$ cat src/rtl/aes_inv_keysched_32.sv
// Streaming inverse AES-128 key schedule, 32-bit words.
// Accepts the round-10 key (w40..w43) and emits w43 down to w0, one word per
// output handshake, deriving each word from a 4-word sliding window.
module aes_inv_keysched_32 (
   input  logic        clk,
   input  logic        rst_n,
   input  logic        in_valid,
   output logic        in_ready,
   input  logic [31:0] in_key,
   output logic        out_valid,
   input  logic        out_ready,
   output logic [31:0] out_key,
   output logic [3:0]  out_round,
   output logic        out_last
);

   // Forward AES S-box, byte 0x00 in the most significant position.
   localparam logic [2047:0] SboxTable = {
      128'h637c777bf26b6fc53001672bfed7ab76,
      128'hca82c97dfa5947f0add4a2af9ca472c0,
      128'hb7fd9326363ff7cc34a5e5f171d83115,
      128'h04c723c31896059a071280e2eb27b275,
      128'h09832c1a1b6e5aa0523bd6b329e32f84,
      128'h53d100ed20fcb15b6acbbe394a4c58cf,
      128'hd0efaafb434d338545f9027f503c9fa8,
      128'h51a3408f929d38f5bcb6da2110fff3d2,
      128'hcd0c13ec5f974417c4a77e3d645d1973,
      128'h60814fdc222a908846eeb814de5e0bdb,
      128'he0323a0a4906245cc2d3ac629195e479,
      128'he7c8376d8dd54ea96c56f4ea657aae08,
      128'hba78252e1ca6b4c6e8dd741f4bbd8b8a,
      128'h703eb5664803f60e613557b986c11d9e,
      128'he1f8981169d98e949b1e87e9ce5528df,
      128'h8ca1890dbfe6426841992d0fb054bb16
   };

   function automatic logic [7:0] sbox(input logic [7:0] b);
      return SboxTable[{~b, 3'b000} +: 8];
   endfunction

   // r is j/4, so the constant used is Rcon[r+1].
   function automatic logic [7:0] rcon(input logic [3:0] r);
      logic [7:0] c;
      unique case (r)
         4'd0:    c = 8'h01;
         4'd1:    c = 8'h02;
         4'd2:    c = 8'h04;
         4'd3:    c = 8'h08;
         4'd4:    c = 8'h10;
         4'd5:    c = 8'h20;
         4'd6:    c = 8'h40;
         4'd7:    c = 8'h80;
         4'd8:    c = 8'h1b;
         4'd9:    c = 8'h36;
         default: c = 8'h00;
      endcase
      return c;
   endfunction

   typedef enum logic [0:0] {StLoad, StRun} state_e;

   state_e      state_q, state_d;
   logic [1:0]  cnt_q, cnt_d;
   logic [5:0]  idx_q, idx_d;
   logic [31:0] win_q [4];
   logic [31:0] win_d [4];
   logic [31:0] out_key_q, out_key_d;
   logic [3:0]  out_round_q, out_round_d;
   logic        out_last_q, out_last_d;

   logic        in_hs, out_hs;
   logic [5:0]  j;
   logic [31:0] rot, sub, next_word;

   assign in_hs  = in_valid && in_ready;
   assign out_hs = out_valid && out_ready;

   // FSM state register.
   always_ff @(posedge clk or negedge rst_n) begin
      if (!rst_n) state_q <= StLoad;
      else        state_q <= state_d;
   end

   // FSM next state: LOAD ends on the 4th word, RUN ends on the w0 handshake.
   always_comb begin
      state_d = state_q;
      unique case (state_q)
         StLoad:  if (in_hs && cnt_q == 2'd3) state_d = StRun;
         StRun:   if (out_hs && idx_q == 6'd0) state_d = StLoad;
         default: state_d = StLoad;
      endcase
   end

   // FSM outputs; both decode straight from the state flop.
   always_comb begin
      in_ready  = (state_q == StLoad);
      out_valid = (state_q == StRun);
   end

   // Next-word derivation; window word k holds w[idx+k], so w[j+4]=win[3], w[j+3]=win[2].
   always_comb begin
      j   = idx_q - 6'd1;
      rot = {win_q[2][23:0], win_q[2][31:24]};
      sub = {sbox(rot[31:24]), sbox(rot[23:16]), sbox(rot[15:8]), sbox(rot[7:0])};
      if (j[1:0] == 2'd0) next_word = win_q[3] ^ sub ^ {rcon(j[5:2]), 24'h0};
      else                next_word = win_q[3] ^ win_q[2];
   end

   // Datapath next state: load words, then step the output word on each handshake.
   always_comb begin
      cnt_d       = cnt_q;
      idx_d       = idx_q;
      win_d       = win_q;
      out_key_d   = out_key_q;
      out_round_d = out_round_q;
      out_last_d  = out_last_q;
      if (state_q == StLoad) begin
         if (in_hs) begin
            win_d[cnt_q] = in_key;
            cnt_d        = cnt_q + 2'd1;
            if (cnt_q == 2'd3) begin
               idx_d       = 6'd43;
               out_key_d   = in_key;
               out_round_d = 4'd10;
               out_last_d  = 1'b0;
            end
         end
      end else if (out_hs) begin
         if (idx_q == 6'd0) begin
            cnt_d = 2'd0;
         end else begin
            idx_d       = j;
            out_round_d = j[5:2];
            out_last_d  = (j == 6'd0);
            if (idx_q > 6'd40) begin
               // w42..w40 come straight from the loaded registers (j-40 == j[1:0]).
               out_key_d = win_q[j[1:0]];
            end else begin
               out_key_d = next_word;
               win_d[3]  = win_q[2];
               win_d[2]  = win_q[1];
               win_d[1]  = win_q[0];
               win_d[0]  = next_word;
            end
         end
      end
   end

   // Datapath registers.
   always_ff @(posedge clk or negedge rst_n) begin
      if (!rst_n) begin
         cnt_q       <= 2'd0;
         idx_q       <= 6'd0;
         win_q       <= '{default: '0};
         out_key_q   <= 32'h0;
         out_round_q <= 4'd0;
         out_last_q  <= 1'b0;
      end else begin
         cnt_q       <= cnt_d;
         idx_q       <= idx_d;
         win_q       <= win_d;
         out_key_q   <= out_key_d;
         out_round_q <= out_round_d;
         out_last_q  <= out_last_d;
      end
   end

   assign out_key   = out_key_q;
   assign out_round = out_round_q;
   assign out_last  = out_last_q;

endmodule

$ cat config.mk
export PLATFORM = sky130hd
export DESIGN_NAME = aes_inv_keysched_32
export DESIGN_NICKNAME = d
export VERILOG_FILES = /design/src/rtl/aes_inv_keysched_32.sv
export SDC_FILE = /design/constraint.sdc
export NUM_CORES = 1
export LEC_CHECK = 0
export ABC_CLOCK_PERIOD_IN_PS = 9300
export CORE_MARGIN = 10
export CORE_UTILIZATION = 50
export DETAILED_ROUTE_END_ITERATION = 8
export PLACE_DENSITY = 0.75
export SLEW_MARGIN = 10
export SYNTH_ARGS = -nofsm -noshare
export SYNTH_HDL_FRONTEND = slang
export SYNTH_SLANG_ARGS = --single-unit
$ cat constraint.sdc
create_clock -name clk -period 9.3 [get_ports clk]
set_clock_uncertainty 0.2 [all_clocks]
set_input_delay 1.86 -clock clk [delete_from_list [all_inputs] [get_ports clk]]
set_output_delay 1.86 -clock clk [all_outputs]
set_load 0.05 [all_outputs]
# --- After elaboration in Yosys (flattened, before gate mapping) ---
# Memories as Yosys holds them, arrays and structs flattened.
# Index checks and enable logic that the tools add are counted.
word_totals:
  regBits: 174
  wordCells: 90
  out_inout_bits: 39
  mem_bits_ro: 128
  input_bits: 36
  n_memories: 1
op_classes:
  n_addsub: 2
  bitwise_logic: 10
  eq_ne: 5
  mux: 41
  reduce_logical: 13
  order_cmp: 4
  shifts: 4
memory_table:
  columns: ["memory", "words", "width", "read_ports", "rd_ports_with_merged_regs", "wr", "line", "rtl"]
  rows:
  - ["(name not given)", 16, 8, 1, 0, 0, "44", "unique case (r)"]
op_table:
  columns: ["op", "n"]
  rows:
  - ["2048-bit by 12-bit variable part select with 8-bit output (first input constant)", 4]
  - ["128-bit 2-to-1 mux", 5]
  - ["32-bit 2-to-1 mux", 10]
  - ["128-bit bitwise mux", 1]
  - ["32-bit XOR", 3]
  - ["32-bit binary-select mux with 2-bit select", 1]
  - ["32-bit demux with 2-bit select", 1]
  - ["8-bit NOT", 4]
  - ["6-bit 2-to-1 mux", 5]
  - ["4-bit 2-to-1 mux", 5]
  - ["6-bit logical NOT", 2]
  - ["2-bit 2-to-1 mux", 4]
  - ["8-bit 2-to-1 mux", 1]
  - ["4-bit AND reduction", 2]
  - ["1-bit 2-to-1 mux", 7]
  - ["3-bit greater-or-equal comparator (second input constant)", 2]
  - ["6-bit greater-than comparator (second input constant)", 1]
  - ["2-bit NOT with 3-bit output", 2]
  - ["6-bit by 1-bit subtractor with 6-bit output (second input constant)", 1]
  - ["1-bit logical AND", 5]
  - ["2-bit by 1-bit inequality test with 1-bit output (second input constant)", 2]
  - ["2-bit inequality test (second input constant)", 2]
  - ["2-bit nonzero test", 2]
  - ["3-bit by 1-bit < comparator with 1-bit output (second input constant)", 1]
  - ["other kinds (6)", 6]

# --- Longest topological paths before layout ---
depth:
  word_depth: 9
  ltp_mapped: 16

# --- Worst setup path before layout ---
# Ideal clock, no wire load.
synth_timing:
  path_type: "register to register"
  start: "register idx_q[0]"
  end: "register out_key_q[10] (netlist: out_key[10])"
  t_required_ns: 8.973
  path_slack_ns: 5.474
  path_buffers: 6
  stages_incl_launch_ff: 12
  setup_ns: 0.127
  arrival_ns: 3.499
  cell_sequence: "dfrtp_1 buf_2 clkbuf_1 buf_1 inv_1 ha_1 buf_2 buf_1 clkbuf_1 mux4_2 o32ai_1 nor3_1"
synth_between:
  elab_chain_len: 9
  elab_cells_between_ends: 15
synth_lines:
  columns: ["item", "line", "rtl"]
  rows:
  - ["from (decl)", "64", "logic [5:0] idx_q, idx_d;"]
  - ["from (signal assigned)", "160", "idx_q <= idx_d;"]
  - ["6-bit by 1-bit subtractor with 6-bit output", "102", "j = idx_q - 6'd1;"]
  - ["2-bit NOT with 3-bit output (implied by the code)", "137", "out_key_d = win_q[j[1:0]];"]
  - ["32-bit binary-select mux with 2-bit select", "137", null]
  - ["32-bit 2-to-1 mux (implied by the code) (2 in a row)", "137", null]
  - ["32-bit 2-to-1 mux", "135", "if (idx_q > 6'd40) begin"]
  - ["32-bit 2-to-1 mux", "129", "if (idx_q == 6'd0) begin"]
  - ["32-bit 2-to-1 mux", "128", "end else if (out_hs) begin"]
  - ["32-bit 2-to-1 mux", "117", "if (state_q == StLoad) begin"]
  - ["to (signal assigned)", "162", "out_key_q <= out_key_d;"]
  - ["to (decl)", "67", "logic [31:0] out_key_q, out_key_d;"]
# Parallel ways exist; a longest one is shown, timed or not. The select of a mux whose other input is x is not followed.
# A chain may end at the register's enable or synchronous reset.

# --- Worst setup path in the final report ---
layout_timing:
  start: "register state_q (netlist: out_valid)"
  end: "output in_ready"
layout_between:
  elab_chain_len: 1
layout_lines:
  columns: ["item", "line", "rtl"]
  rows:
  - ["from (decl)", "62", "state_e state_q, state_d;"]
  - ["from (signal assigned)", "80", "if (!rst_n) state_q <= StLoad;"]
  - ["from (signal assigned)", "81", "else state_q <= state_d;"]
  - ["1-bit NOT", null, null]
  - ["to (decl)", "8", "output logic in_ready,"]
# No other way between the ends.

==> impl_results.md <==
- Mux cell area share after synthesis: 0.120
- Final min period: 5.15 ns
- Worst path required time: ~7.2 ns
- FF-to-FF setup slack: roughly 4.6 ns
- Least-Margin Pin Slew: around 1.1 ns
- Post-synth EDFFs: 0
- Die H: between 200 and 250 um
- Fin. max-slew vios: 0
- Adder-cell share of the synthesized area: 0.0340
- CP Cell Sequence: clkinv_1, clkdlybuf4s50_1
- Count of cell types in the netlist: 96
- Hold buffers post-CTS: 0
- Routed wire per std cell: between 20 and 30 um
- Max incr delay on CP: approximately 1.1 ns
- Mapped Cells: around 3,200
- Max Cap Viol: 0
- Gr ovfl total: 0
- Vias/cell: roughly 7.5
- Post-CTS setup repair buffer count: 0
- Post-synthesis register bit count: between 150 and 200
- Critical-path maximum fanout: slightly above 90
- CTS tree: done
- Num CTS Buffers: 17
- Setup TNS: 0 ns
- Fmax: about 0.19 GHz
- Critical path buffer and inverter count: 2
- Register area share after synthesis: 0.183
- Largest family of logic cells by synthesized area: compound AO/OA/AOI/OAI gates
- Port-buffer cells: 74
- Crit share post-route: 0.554
- Final hold vios: 0
- Reg2reg start: rot[25]$_DFFE_PN0P_
- # fillers: 4,424
- Vias in the first global route: ~24,000
- Post-synth ARST share: 1.00
- Worst slack at placement: about 4.4 ns
- Hold Crit Class: reg -> reg
- PnR worst setup slack: 4.15 ns
- Rel. slew slack: 0.248
- Layout overhead on the synthesized area: 3.64%
- Compound-Gate Fraction of Synth Area: 0.322
- WP data arrival: 3.09 ns
- Total number of vias: roughly 27,000
- Hold path startpoint: out_last$_DFFE_PN0P_
- Critical Path Source: out_valid$_DFF_PN0_
- Share of cells above drive strength 1: 0.0929
- WS Path Type: reg -> out
- Endpoint class of the critical path: output pin
- ANT nets after route: 0
- First-pass GRT wire length: between 150,000 and 200,000 um
- Antenna violations before repair: 1
- Drt total wl: 99,300 um
- Ant. Diodes: 0
- I/O pins: 75
- Hold_ws: about 0.29 ns
- Final nets: 3,024
- Drt pass-1 iters: 8
- Root buffer cell: clkbuf_16
- Synth warn: 0
- Post-CTS sizing: 0
- CTS Sinks: 170
- Placement row count: 78
- Worst skew pair latency: 0.45 ns
- CP max-delay cell: dfrtp_4
- Primary FF master, synth: dfrtp_1
- RSZ-0062 raised after global routing: false
- Delay-heaviest family, CP: buffers and inverters
- Initial Util: 0.509
- Multi-input gate area: approximately 17,000 um^2
- Post-synthesis xor/xnor area fraction: 0.0188
- GRT Total Usage: 0.334
- Core area: 45,600 um^2
- Outcome: finished clean
- Largest net degree at the start of global routing: about 110
- Simple-gate share of the synthesized area: 0.241
- # setup viols final: 0
- Syn Nets: around 3,300
- Die area: between 50,000 and 60,000 um^2
- Placer Congestion: roughly 1.0
- Startpoint type of the worst setup path: flop
- Clock Path Buffers: 2
- Layout Cells excl Fill: between 3,000 and 4,000
- Syn_area_per_cell: 7.36 um^2
- DP HPWL: 65,900 um
- Die W: roughly 240 um
- Clock transition at the registers of the reported paths: about 0.070 ns
- Sequential cell area: between 4000 and 5000 um^2
- DRC viols: 0
- H-tree depth: 4
- DRT iter0 DRCs: about 4,800
- Post-Synthesis Cell Area: 23,200 um^2
- Inst Count DP: ~3,500
-- through the flow --
step / cell area (um^2) / utilization
global route: 24000 / 0.527
CTS: 24000 / 0.527
finish: 24000 / 0.527
detailed placement: 23400 / 0.514
global placement: 23400 / 0.514
floorplan: 23200 / -
-- worst min-delay path: stages, from the launching register on --
cell and delay [ns]:
dfrtp_1 0.35, nand2_1 0.05, o21ai_0 0.06
-- synthesized netlist by cell type (all sizes together) (23+ instances only) --
| cell type | count | area share |
|---|---|---|
| a21oi | 427 | 0.092 |
| nor2 | 344 | 0.056 |
| nand2 | 216 | 0.035 |
| o21ai | 209 | 0.045 |
| clkbuf | 189 | 0.031 |
| buf | 182 | 0.043 |
| dfrtp | 170 | 0.18 |
| nand3 | 110 | 0.024 |
| nor2b | 102 | 0.028 |
| mux4 | 97 | 0.094 |
| nor3 | 92 | 0.020 |
| nand2b | 90 | 0.024 |
| a31oi | 68 | 0.018 |
| ha | 63 | 0.034 |
| a211oi | 54 | 0.018 |
| a311oi | 43 | 0.017 |
| mux2i | 43 | 0.019 |
| and3 | 35 | 0.0094 |
| inv | 35 | 0.0057 |
| o211ai | 35 | 0.011 |
| or2 | 34 | 0.0093 |
| o311ai | 33 | 0.012 |
| o31ai | 32 | 0.010 |
| a221oi | 26 | 0.0098 |
| xor2 | 26 | 0.0098 |
| and2 | 25 | 0.0067 |
| or3 | 23 | 0.0062 |
| xnor2 | 23 | 0.0090 |
-- cells by family (layout without fill, tap and decap cells) --
kind of cell             after synthesis  after routing
flip-flops                           170            170
XOR/XNOR                              49             49
buffers and inverters                413            199
adder cells (fa/ha/maj)               63             63
AND/OR/NAND/NOR                     1140           1140
AO/OA/AOI/OAI                       1163           1163
multiplexers                         154            154
-- cell type report --
class	count	area share
clock buffers	17	0.0177
clock inverters	15	0.00724
inverters	42	0.00656
multi-input cells	2569	0.712
flip-flops and latches	170	0.178
well taps	600	0.0312
repair buffers	125	0.0469
-- flip-flops by register name (all words and copies together), names as in the netlist --
signal	count
win_q	96
out_last	1
out_key	32
rot	32
cnt_q	2
idx_q	6
out_valid	1
-- per-layer routing --
layer | GRT usage | up-vias | routed length [um]
li1 | - | 11300 | -
met1 | 0.464 | 12700 | 39800
met2 | 0.486 | 2164 | 42600
met3 | 0.0730 | 339 | 12200
met4 | 0.151 | 2 | 4710
met5 | 0 | - | 19
-- cell usage in the layout, fill, tap and decap left out, types with 35 or more instances in the layout --
cell type and count:
nand2b_1 89, nand3_1 110, clkdlybuf4s50_1 73, a311oi_1 42, o21ai_0 204, a21oi_1 425
dfrtp_1 158, a31oi_1 68, and3_1 35, nor2b_1 102, nand2_1 214, nor2_1 337
buf_4 51, ha_1 61, o211ai_1 35, nor3_1 91, mux4_2 97, mux2i_1 41
a211oi_1 53
-- worst paths after layout --
kind                                          endpoint  cells after the start
worst max-delay path                          in_ready                      2
worst min-delay path              out_last$_DFFE_PN0P_                      2
worst max register to register  win_q[123]$_DFFE_PN0P_                     12
worst min register to register    out_last$_DFFE_PN0P_                      2
max in group asynchronous          rot[19]$_DFFE_PN0P_                      2
min in group asynchronous           rot[8]$_DFFE_PN0P_                      1
Power is not shown: default switching activity piles up to over one toggle a cycle in this logic, so the estimate is an artifact.
